<file path="src/rtl/imem_loader.sv">
// Boot loader: assembles a framed little-endian byte stream into 32-bit words and writes instruction memory.
// Latency: write strobe one cycle after a word's 4th byte; done/error one cycle after the final frame byte.
// Backpressure: in_ready is high in every frame-receiving state, low in DONE/ERR and while reset is high.
module imem_loader #(
    parameter int ADDR_W    = 8,
    parameter int BASE_ADDR = 0
) (
    input  logic              clk,
    input  logic              reset,
    input  logic              in_valid,
    input  logic [7:0]        in_data,
    output logic              in_ready,
    input  logic              restart,
    output logic              imem_we,
    output logic [ADDR_W-1:0] imem_addr,
    output logic [31:0]       imem_wdata,
    output logic              core_reset,
    output logic              done,
    output logic              error,
    output logic [1:0]        err_code
);

    typedef enum logic [2:0] {
        S_HDR0,
        S_HDR1,
        S_DATA,
        S_CSUM,
        S_DONE,
        S_ERR
    } state_t;

    localparam logic [ADDR_W-1:0] BASE_A = ADDR_W'(BASE_ADDR);
    // Largest legal word count; compared on 17 bits so a full 16-bit count cannot alias.
    localparam logic [16:0]       CAP    = 17'(1) << ADDR_W;

    state_t            state_q, state_d;
    logic [15:0]       cnt_q, cnt_d;      // word count from the header
    logic [15:0]       idx_q, idx_d;      // index of the word being assembled
    logic [1:0]        lane_q, lane_d;    // byte position within the current word
    logic [23:0]       asm_q, asm_d;      // first three bytes of the current word
    logic [7:0]        csum_q, csum_d;    // running XOR of payload bytes
    logic              we_q, we_d;
    logic [ADDR_W-1:0] addr_q, addr_d;
    logic [31:0]       wdata_q, wdata_d;
    logic [1:0]        ecode_q, ecode_d;

    logic              rx_state;
    logic              accept;
    logic [15:0]       hdr_n;

    assign rx_state   = (state_q == S_HDR0) || (state_q == S_HDR1) ||
                        (state_q == S_DATA) || (state_q == S_CSUM);
    assign in_ready   = rx_state && !reset;
    assign accept     = in_valid && in_ready;
    assign hdr_n      = {in_data, cnt_q[7:0]};

    assign imem_we    = we_q;
    assign imem_addr  = addr_q;
    assign imem_wdata = wdata_q;
    assign core_reset = (state_q != S_DONE);
    assign done       = (state_q == S_DONE);
    assign error      = (state_q == S_ERR);
    assign err_code   = ecode_q;

    // Frame parser: next state, word assembly, checksum and write-port next values.
    always_comb begin
        state_d = state_q;
        cnt_d   = cnt_q;
        idx_d   = idx_q;
        lane_d  = lane_q;
        asm_d   = asm_q;
        csum_d  = csum_q;
        we_d    = 1'b0;
        addr_d  = addr_q;
        wdata_d = wdata_q;
        ecode_d = ecode_q;

        case (state_q)
            S_HDR0: begin
                if (accept) begin
                    cnt_d[7:0] = in_data;
                    state_d    = S_HDR1;
                end
            end
            S_HDR1: begin
                if (accept) begin
                    cnt_d = hdr_n;
                    if ({1'b0, hdr_n} > CAP) begin
                        state_d = S_ERR;
                        ecode_d = 2'b01;
                    end else if (hdr_n == 16'd0) begin
                        state_d = S_CSUM;
                    end else begin
                        state_d = S_DATA;
                    end
                end
            end
            S_DATA: begin
                if (accept) begin
                    csum_d = csum_q ^ in_data;
                    lane_d = lane_q + 2'd1;
                    case (lane_q)
                        2'd0:    asm_d[7:0]   = in_data;
                        2'd1:    asm_d[15:8]  = in_data;
                        2'd2:    asm_d[23:16] = in_data;
                        default: begin
                            // Fourth byte completes the word: register the write.
                            we_d    = 1'b1;
                            wdata_d = {in_data, asm_q};
                            addr_d  = BASE_A + ADDR_W'(idx_q);
                            idx_d   = idx_q + 16'd1;
                            if (idx_q == cnt_q - 16'd1) begin
                                state_d = S_CSUM;
                            end
                        end
                    endcase
                end
            end
            S_CSUM: begin
                if (accept) begin
                    if (in_data == csum_q) begin
                        state_d = S_DONE;
                    end else begin
                        state_d = S_ERR;
                        ecode_d = 2'b10;
                    end
                end
            end
            S_DONE, S_ERR: begin
                if (restart) begin
                    // Re-arm: all per-frame bookkeeping clears on the way into HDR0.
                    state_d = S_HDR0;
                    cnt_d   = '0;
                    idx_d   = '0;
                    lane_d  = '0;
                    asm_d   = '0;
                    csum_d  = '0;
                    addr_d  = BASE_A;
                    ecode_d = 2'b00;
                end
            end
            default: begin
                state_d = S_HDR0;
            end
        endcase
    end

    // State and datapath registers with synchronous reset; memory contents are never touched here.
    always_ff @(posedge clk) begin
        if (reset) begin
            state_q <= S_HDR0;
            cnt_q   <= '0;
            idx_q   <= '0;
            lane_q  <= '0;
            asm_q   <= '0;
            csum_q  <= '0;
            we_q    <= 1'b0;
            addr_q  <= BASE_A;
            wdata_q <= '0;
            ecode_q <= 2'b00;
        end else begin
            state_q <= state_d;
            cnt_q   <= cnt_d;
            idx_q   <= idx_d;
            lane_q  <= lane_d;
            asm_q   <= asm_d;
            csum_q  <= csum_d;
            we_q    <= we_d;
            addr_q  <= addr_d;
            wdata_q <= wdata_d;
            ecode_q <= ecode_d;
        end
    end

endmodule
</file>
<file path="config.mk">
export PLATFORM = sky130hd
export DESIGN_NAME = imem_loader
export DESIGN_NICKNAME = d
export VERILOG_FILES = /design/src/rtl/imem_loader.sv
export SDC_FILE = /design/constraint.sdc
export NUM_CORES = 1
export LEC_CHECK = 0
export ABC_CLOCK_PERIOD_IN_PS = 2000
export BUFFER_PORTS_ARGS = -buffer_cell sky130_fd_sc_hd__buf_2
export CAP_MARGIN = 20
export CORE_MARGIN = 8
export CORE_UTILIZATION = 45
export DETAILED_ROUTE_END_ITERATION = 16
export GPL_ROUTABILITY_DRIVEN = 0
export PLACE_DENSITY = 0.62
export SLEW_MARGIN = 20
export SYNTH_ARGS = -nofsm -noshare
export SYNTH_HDL_FRONTEND = slang
export SYNTH_SLANG_ARGS = --single-unit
</file>
<file path="constraint.sdc">
create_clock -name clk -period 2 [get_ports clk]
set_input_delay 0.3 -clock clk [delete_from_list [all_inputs] [get_ports clk]]
set_output_delay 0.3 -clock clk [all_outputs]
set_load 0.01 [all_outputs]
</file>
==> flow_metrics.tcl, run 1 <==
set metrics [dict create \
    yosys.cell_types.count 60 \
    num_vias 4536 \
    io_pins 59 \
    cp_data_arrival_time_ns 2.32 \
    clock_latency_ns 0.36 \
    power.leakage_nw 2.41 \
    antenna_found_initial 0 \
    max_stage_delay_ns 0.60 \
    syn_avg_cell_area_um2 8.31 \
    cts_tree "yes" \
    finalWorstSetupSlack_ns -0.0171 \
    hpwl_um 9550 \
    cts_buffers 9 \
    synth_top_area_cell "dfxtp_1" \
    rsz0062_at_grt "true" \
    yosysMostFrequentCell "dfxtp_1" \
    vdd_drop_max_v 0.000764 \
    fin_cells 845 \
    power_density_mw_per_mm2 767 \
    outcome "finished with violations" \
    period_share 1.01 \
    yosys.area_share.simple 0.261 \
    postSynth.asyncResetShare 0 \
    ys_top_cells_by_area "dfxtp_1, nand2_1, a21oi_1" \
    final-hold-violation-count 0 \
    grt_pass1_wl_um 21500 \
    critical_path_class "reg2reg" \
    synthAdderAreaFrac 0.0168 \
    ctsHoldBuffers 0 \
    synth_edf_count 0 \
    finClkSkew_ns 0.00991 \
    cts.sink_count 112 \
    end_kind "register" \
    grtUsageTotal 0.177 \
    pre_cts_slack_ns -0.110 \
    reg2reg_setup_slack_ns -0.02 \
    multi_input_area_mm2 0.00277 \
    dr.pass1.iters 4 \
    fp.dieH_um 124 \
    fin_crit_ns 2.02 \
    vias_per_cell 5.37 \
    fillers 1094 \
    ys_seq_area_frac 0.431 \
    fin_area_mm2 0.00622 \
    drv_slew 0 \
    die_area_mm2 0.0153 \
    n_antenna_cell 0 \
    finalSetupViolations 1 \
    num-nets-final 716 \
    cp_cell_sequence "or4_4 > or4_1 > o311a_1 > a21oi_1 > nand4_1 > nand3_1" \
    synthesis.area_mm2 0.00520 \
    synth_xor_area_frac 0.0666 \
    port_buffers 58 \
    slowest_stage "or4_4" \
    setup_tns_ns -0.0171 \
    synth_mux_area_frac 0.0423 \
    fmax_ghz 0.496 \
    cts_root_buf "clkbuf_16" \
    clk_pin_slew_ns 0.08 \
    start_util 0.457 \
    yosysTopAreaCellShare 0.431 \
    cp.required_ns 2.30 \
    critPathMaxFanout 7 \
    drt_wl_total_um 13200 \
    area.sequential_mm2 0.00224 \
    synthFlopType "dfxtp_1" \
    drc 0 \
    syn_to_final_growth_pct 19.7 \
    relSlewSlack 0.509 \
    hp-class "in2reg" \
    die_w_um 124 \
    drv_cap 0 \
    drt_iter0_drc 421 \
    clockBufferDepth 2 \
    h-tree-depth 3 \
    yosysWarnings 0 \
    worst_slew_pin_slew_ns 0.737 \
    ys_seq_elements 112 \
    synth_nets 645 \
    synth-compound-area-share 0.135 \
    netlist_instances 626 \
    final_layout_size_suffix_gt1_frac 0.211 \
    synth_common_cells "dfxtp_1, nand2_1, nor2_1" \
    core-area_mm2 0.0114 \
    dpl-instance-area_mm2 0.00582 \
    violations "setup timing" \
    p_total_mw 4.78 \
    rows 39 \
    cp-start-kind "register" \
    grt_max_degree 74 \
    postRouteAntennaNets 0 \
    synth_top_family_by_area "simple AND/OR/NAND/NOR gates" \
    dp_cells 827 \
    overflow 0 \
    grt_pass1_vias 4298 \
    wl_per_cell_um 15.7 \
]
-- registers in the layout, summed over array words and instances, names as in the netlist --
| signal | flops |
|---|---|
| asm_q | 24 |
| csum_q | 8 |
| lane_q | 2 |
| err_code | 2 |
| imem_we | 1 |
| idx_q | 16 |
| imem_wdata | 32 |
| state_q | 3 |
| cnt_q | 16 |
| imem_addr | 8 |
-- report_power, final --
part | switching, mW | leakage, nW | internal [mW]
registers | 0.0204 | 0.905 | 2.26
clock network | 0.950 | 0.162 | 1.03
logic | 0.294 | 1.35 | 0.228
total | 1.26 | 2.41 | 3.51
-- cells by family after synthesis --
| family | Yosys count |
|---|---|
| simple gates | 276 |
| fa+ha+maj | 7 |
| buf+inv | 56 |
| mux | 22 |
| xor+xnor | 38 |
| flops | 112 |
| compound gates | 115 |
-- layout by cell type (no fill, tap or decap), types with 13 or more instances in the layout --
master,instances
a22oi_1,16
xor2_1,13
o21ai_0,14
buf_2,58
inv_1,13
dfxtp_1,110
nor2_1,78
mux2i_1,22
nand2_1,91
xnor2_1,24
buf_4,42
a21oi_1,60
-- worst max-delay path: cells and delay by family (launching register included) --
kind             cells  cell delay, ns
AO/OA/AOI/OAI        2            0.27
flip-flops           1            0.33
AND/OR/NAND/NOR      4            1.36
-- metrics by stage --
stage | utilization | hold slack [ns]
after floorplan | - | 0.403
after global placement | 0.512 | 0.436
after detailed placement | 0.512 | 0.441
after CTS | 0.544 | 0.189
after global routing | 0.547 | 0.215
final | 0.547 | 0.201
-- final timing paths --
path / from / endpoint / depth (start not counted)
worst max-delay path: cnt_q[0]$_SDFFE_PP0P_ / state_q[0]$_SDFFE_PP0P_ / 6
worst min-delay path: restart / state_q[2]$_SDFFE_PP0P_ / 2
worst max register to register: cnt_q[0]$_SDFFE_PP0P_ / state_q[0]$_SDFFE_PP0P_ / 6
worst min register to register: imem_addr[5]$_SDFFE_PP0P_ / imem_addr[5]$_SDFFE_PP0P_ / 2
-- metal layers --
| metal | track usage | share of wire | vias up |
|---|---|---|---|
| met3 | 0.0452 | 0.063 | 15 |
| met2 | 0.275 | 0.46 | 89 |
| met1 | 0.237 | 0.46 | 2143 |
| met5 | 0 | 0 | - |
| li1 | - | - | 2289 |
| met4 | 0.0512 | 0.013 | 0 |
-- what timing repair did --
item                       CTS  global route
pin swaps                    0             3
resized for setup            6            10
setup buffers                0             2
setup endpoints to repair    7            27
-- layout make-up --
cell class,instances,area share
clock inverter,7,0.0169
sequential,112,0.361
inverter,13,0.00784
multi-input combinational,458,0.444
tap,143,0.0287
timing repair buffer,103,0.106
clock buffer,9,0.0362
No activity file was read; power rests on OpenSTA's default activity.
==> run 2: changes to the inputs <==
- CELL_PAD_IN_SITES_DETAIL_PLACEMENT: unset -> 0
- CELL_PAD_IN_SITES_GLOBAL_PLACEMENT: unset -> 2
- CORE_UTILIZATION: 45 -> 32
- PLACE_DENSITY: 0.62 -> 0.72
==> run 2 against run 1 <==
Compared with the run above:
- the run now ends clean
- highest routed layer unchanged
- setup slack improved by 0.11 ns
- sequential cell count unchanged
- cell count increased by 11%
- via count increased by 2.1%
- worst hold slack improved by 0.0040 ns
- largest cell class unchanged
- global-route usage decreased by 3.0 points
- die area increased by 35%
- core utilization decreased by 14 points
- count of clock-buffer cells in the layout unchanged
==> flow_metrics.tcl, run 2 (synthesized netlist as in run 1, its figures left out) <==
set metrics [dict create \
    vias_per_cell 4.96 \
    fillers 1653 \
    clockBufferDepth 2 \
    cts_root_buf "clkbuf_16" \
    fin_area_mm2 0.00651 \
    power_density_mw_per_mm2 728 \
    drc 0 \
    dr.pass1.iters 5 \
    fp.dieH_um 143 \
    cp.required_ns 2.31 \
    worst_slew_pin_slew_ns 0.780 \
    multi_input_area_mm2 0.00283 \
    core-area_mm2 0.0159 \
    wl_per_cell_um 15.7 \
    io_pins 59 \
    num_vias 4630 \
    end_kind "register" \
    start_util 0.327 \
    cts_buffers 9 \
    finClkSkew_ns 0.00944 \
    final_cell_mix "dfxtp_1, nand2_1, nor2_1" \
    drv_slew 0 \
    critical_path_class "reg2reg" \
    outcome "finished clean" \
    fin_crit_ns 1.91 \
    die_w_um 143 \
    drt_iter0_drc 305 \
    clk_pin_slew_ns 0.08 \
    rows 46 \
    finalSetupViolations 0 \
    port_buffers 58 \
    drv_cap 0 \
    hp-class "in2reg" \
    syn_to_final_growth_pct 25.2 \
    cp-start-kind "register" \
    fin_util 0.410 \
    critPathMaxFanout 8 \
    grt_pass1_wl_um 24000 \
    largest_reg_flops 32 \
    cts_tree "yes" \
    grt_pass1_vias 4559 \
    drt_wl_total_um 14700 \
    ctsHoldBuffers 0 \
    h-tree-depth 3 \
    grtUsageTotal 0.147 \
    grt_max_degree 76 \
    cts.sink_count 112 \
    n_antenna_cell 0 \
    relSlewSlack 0.480 \
    hpwl_um 10900 \
    fmax_ghz 0.525 \
    final-hold-violation-count 0 \
    final_common_cell "dfxtp_1" \
    overflow 0 \
    clock_latency_ns 0.37 \
    die_area_mm2 0.0206 \
    vdd_drop_max_v 0.000493 \
    num-nets-final 732 \
    dpl-instance-area_mm2 0.00603 \
    period_share 0.953 \
    area.sequential_mm2 0.00225 \
    cp_data_arrival_time_ns 2.22 \
    antenna_found_initial 0 \
    postRouteAntennaNets 0 \
    final_layout_size_suffix_gt1_frac 0.249 \
    power.leakage_nw 2.50 \
]
==> run 2: cell count changes in the layout (fill, tap and decap cells not counted), sizes merged <==
cell      previous run  this run
inv                 17        14
clkinvlp             0         1
buf                103       119
bufinv               1         0
clkinv               2         5
==> run 2: area by class of cell <==
type,instances,share of cell area
clock buffers,9,0.0346
well taps,216,0.0415
inverters,13,0.00749
multi-input cells,458,0.435
clock inverters,7,0.0150
flip-flops and latches,112,0.345
repair buffers,119,0.121
==> run 2: power breakdown <==
part	switching (mW)	internal (mW)	total, mW
sequential	0.0237	2.26	2.28
combinational	0.313	0.269	0.582
clock	0.974	0.905	1.88
==> run 2: metrics by stage <==
| stage | power, mW | cells | TNS (ns) | hold WS [ns] | setup WS (ns) |
|---|---|---|---|---|---|
| final | 4.74 | 934 | 0 | 0.205 | 0.0940 |
| after global routing | 4.97 | 934 | -0.0108 | 0.210 | -0.0108 |
| after CTS | 4.77 | 931 | 0 | 0.185 | 0.00649 |
| after detailed placement | 2.85 | 914 | -0.193 | 0.442 | -0.0606 |
| after global placement | 2.85 | 914 | -0.148 | 0.436 | -0.0525 |
| after floorplan | 2.66 | 626 | -0.0491 | 0.403 | -0.0491 |
==> run 2: final timing paths <==
kind,startpoint,cells after the start,slack (ns),endpoint
setup / recovery,cnt_q[1]$_SDFFE_PP0P_,6,0.09,state_q[0]$_SDFFE_PP0P_
hold reg to reg,imem_addr[4]$_SDFFE_PP0P_,2,0.45,imem_addr[4]$_SDFFE_PP0P_
hold / removal,restart,2,0.21,state_q[2]$_SDFFE_PP0P_
setup reg to reg,cnt_q[1]$_SDFFE_PP0P_,6,0.09,state_q[0]$_SDFFE_PP0P_
==> run 2: timing repair <==
| item | in CTS | in global routing |
|---|---|---|
| setup endpoints to repair | 3 | 16 |
| gates resized for setup | 4 | 28 |
| pin swaps | 0 | 5 |
| setup buffers | 1 | 3 |
==> run 2: routing by layer <==
metal  share of wire  GRT usage  wire, um
met1            0.48      0.194      7020
met3           0.045     0.0252       657
met5               0          0         0
met4           0.016     0.0559       228
met2            0.46      0.235      6800
==> run 2: critical path, stage by stage, from the launching register on <==
cell	delay, ns
dfxtp_2	0.34
or4_4	0.58
nor4_1	0.32
xnor2_1	0.11
nor4_1	0.27
nand4_1	0.13
nand3_1	0.09
==> run 3: changes to the inputs <==
- ABC_AREA: unset -> 1
- CORE_UTILIZATION: 32 -> 30
==> run 3 against run 2 <==
Compared with the run above:
- wire length up 1.7%
- sequential share of layout area up 2.0 points
- core utilization down 4.0 points
- sequential cell count unchanged
- cell count up 7.5%
- synthesized area down 1.5%
- non-clock buffer count down 29
- critical path depth up 4
- first-iteration DRC count down 20%
- total power up 92%
- largest power group is now combinational cells
==> flow_metrics.tcl, run 3 <==
set metrics [dict create \
    p_total_mw 9.09 \
    yosys.cell_types.count 41 \
    area.sequential_mm2 0.00225 \
    ctsHoldBuffers 0 \
    cts_buffers 9 \
    cp-start-kind "register" \
    finClkSkew_ns 0.0101 \
    syn_to_final_growth_pct 20.0 \
    drv_cap 0 \
    n_antenna_cell 0 \
    power.leakage_nw 2.88 \
    final-hold-violation-count 0 \
    fin_crit_ns 1.89 \
    overflow 0 \
    critical_path_buf_inv_count 2 \
    max_stage_delay_ns 0.36 \
    cp_cell_sequence "nor2_2 > nand2_2 > nand2_1 > nand3_4 > inv_4 > nand2_8 > nor3_4 > buf_4 > a21oi_1 > a211oi_1" \
    dpl-instance-area_mm2 0.00582 \
    synthFlopType "dfxtp_1" \
    final_common_cell "nor2_1" \
    die_area_mm2 0.0215 \
    grt_max_degree 48 \
    postRouteAntennaNets 0 \
    hp-class "in2reg" \
    multi_input_area_mm2 0.00253 \
    core-area_mm2 0.0166 \
    vdd_drop_max_v 0.000625 \
    period_share 0.943 \
    yosysWarnings 0 \
    syn_avg_cell_area_um2 7.28 \
    worst_slew_pin_slew_ns 0.640 \
    drv_slew 0 \
    num_vias 4755 \
    rows 47 \
    ys_top_cells_by_area "dfxtp_1, o21ai_0, nor2_1" \
    finalWorstSetupSlack_ns 0.115 \
    slowest_stage "dfxtp_2" \
    power_density_mw_per_mm2 1480 \
    fillers 1783 \
    critical_path_class "reg2reg" \
    drt_wl_total_um 15000 \
    outcome "finished clean" \
    synth_common_cells "nor2_1, dfxtp_1, nand2_1" \
    ys_seq_elements 112 \
    cp.required_ns 2.27 \
    final_layout_size_suffix_gt1_frac 0.175 \
    pre_cts_slack_ns 0.0519 \
    antenna_found_initial 0 \
    netlist_instances 704 \
    io_pins 59 \
    postSynth.asyncResetShare 0 \
    setup_tns_ns 0 \
    synthesis.area_mm2 0.00512 \
    grt_pass1_wl_um 24400 \
    fin_area_mm2 0.00615 \
    finalSetupViolations 0 \
    drt_iter0_drc 245 \
    grt_pass1_vias 4692 \
    start_util 0.308 \
    grtUsageTotal 0.141 \
    dr.pass1.iters 5 \
    worst_hold_slack_ns 0.263 \
    crit_family "simple AND/OR/NAND/NOR gates" \
    ys_seq_area_frac 0.438 \
    fmax_ghz 0.530 \
    num-nets-final 798 \
    cts.sink_count 112 \
    cts_root_buf "clkbuf_16" \
    yosysTopAreaCellShare 0.438 \
    synth_nets 723 \
    hpwl_um 11200 \
    rsz0062_at_grt "true" \
    cp_data_arrival_time_ns 2.16 \
    yosysMostFrequentCell "nor2_1" \
    drc 0 \
    port_buffers 58 \
    cts_tree "yes" \
    die_w_um 147 \
    largest_reg_flops 32 \
    relSlewSlack 0.573 \
    end_kind "register" \
    h-tree-depth 3 \
    clock_latency_ns 0.36 \
    final_cell_mix "nor2_1, dfxtp_1, nand2_1" \
    synth_edf_count 0 \
    clockBufferDepth 2 \
    critPathMaxFanout 10 \
    fp.dieH_um 147 \
    wl_per_cell_um 14.9 \
    clk_pin_slew_ns 0.08 \
    vias_per_cell 4.74 \
    synth_top_area_cell "dfxtp_1" \
]
==> run 3: cell types whose count changed after synthesis, moves of 8 or more <==
cell,delta
a211oi_1,+9
a21oi_1,+9
a22oi_1,-16
and2_1,-8
clkbuf_1,-14
inv_1,+55
mux2i_1,-22
nand2_1,+11
nand3_1,+19
nor2_1,+37
nor2b_1,-8
o21ai_0,+73
xnor2_1,-9
==> run 3: worst min-delay path, cell delays in order <==
cell     delay, ns
buf_2         0.11
inv_1         0.09
a21oi_1       0.07
==> run 3: area by class of cell <==
cell class / count / share of cell area
Timing Repair Buffer: 90 / 0.0862
Multi-Input combinational cell: 494 / 0.411
Inverter: 72 / 0.0443
Clock buffer: 9 / 0.0366
Sequential cell: 112 / 0.366
Clock inverter: 7 / 0.0118
Tap cell: 220 / 0.0448
==> run 3: repair_timing <==
| action | in CTS | in global routing |
|---|---|---|
| buffers inserted | 0 | 1 |
| setup endpoints to repair | 0 | 20 |
| resized for setup | 0 | 15 |
==> run 3: cells by family after synthesis <==
family / count (synthesis) / share of synthesized area
simple gates: 287 / 0.247
buf+inv: 98 / 0.0750
compound gates: 179 / 0.187
fa+ha+maj: 7 / 0.0171
xor+xnor: 21 / 0.0359
flops: 112 / 0.438
==> run 3: stage by stage <==
step / util / std cells
floorplan: - / 704
global placement: 0.350 / 987
detailed placement: 0.350 / 987
CTS: 0.367 / 1003
global route: 0.370 / 1004
finish: 0.370 / 1004
==> run 3: report_power, final <==
part           internal [mW]  leakage [nW]  switching, mW  total (mW)
sequential              2.71         0.913          0.357        3.07
clock                  0.887         0.148          0.939        1.83
combinational           1.53          1.81           2.67        4.19
total                   5.12          2.88           3.96        9.09
==> run 3: per-layer routing <==
metal  track usage  part of all wire  wire length (um)
met1         0.171              0.48              7140
met2         0.243              0.48              7130
met3        0.0331             0.036               545
met4        0.0376            0.0089               133
met5             0                 0                 0
==> run 3: final timing paths <==
check,cells past startpoint,slack [ns],from,end
min,3,0.26,in_data[4],imem_wdata[28]$_SDFFE_PP0P_
max reg2reg,10,0.11,state_q[2]$_SDFFE_PP0P_,idx_q[8]$_SDFFE_PP0P_
min reg2reg,2,0.46,asm_q[21]$_SDFFE_PP0P_,asm_q[21]$_SDFFE_PP0P_
max,10,0.11,state_q[2]$_SDFFE_PP0P_,idx_q[8]$_SDFFE_PP0P_
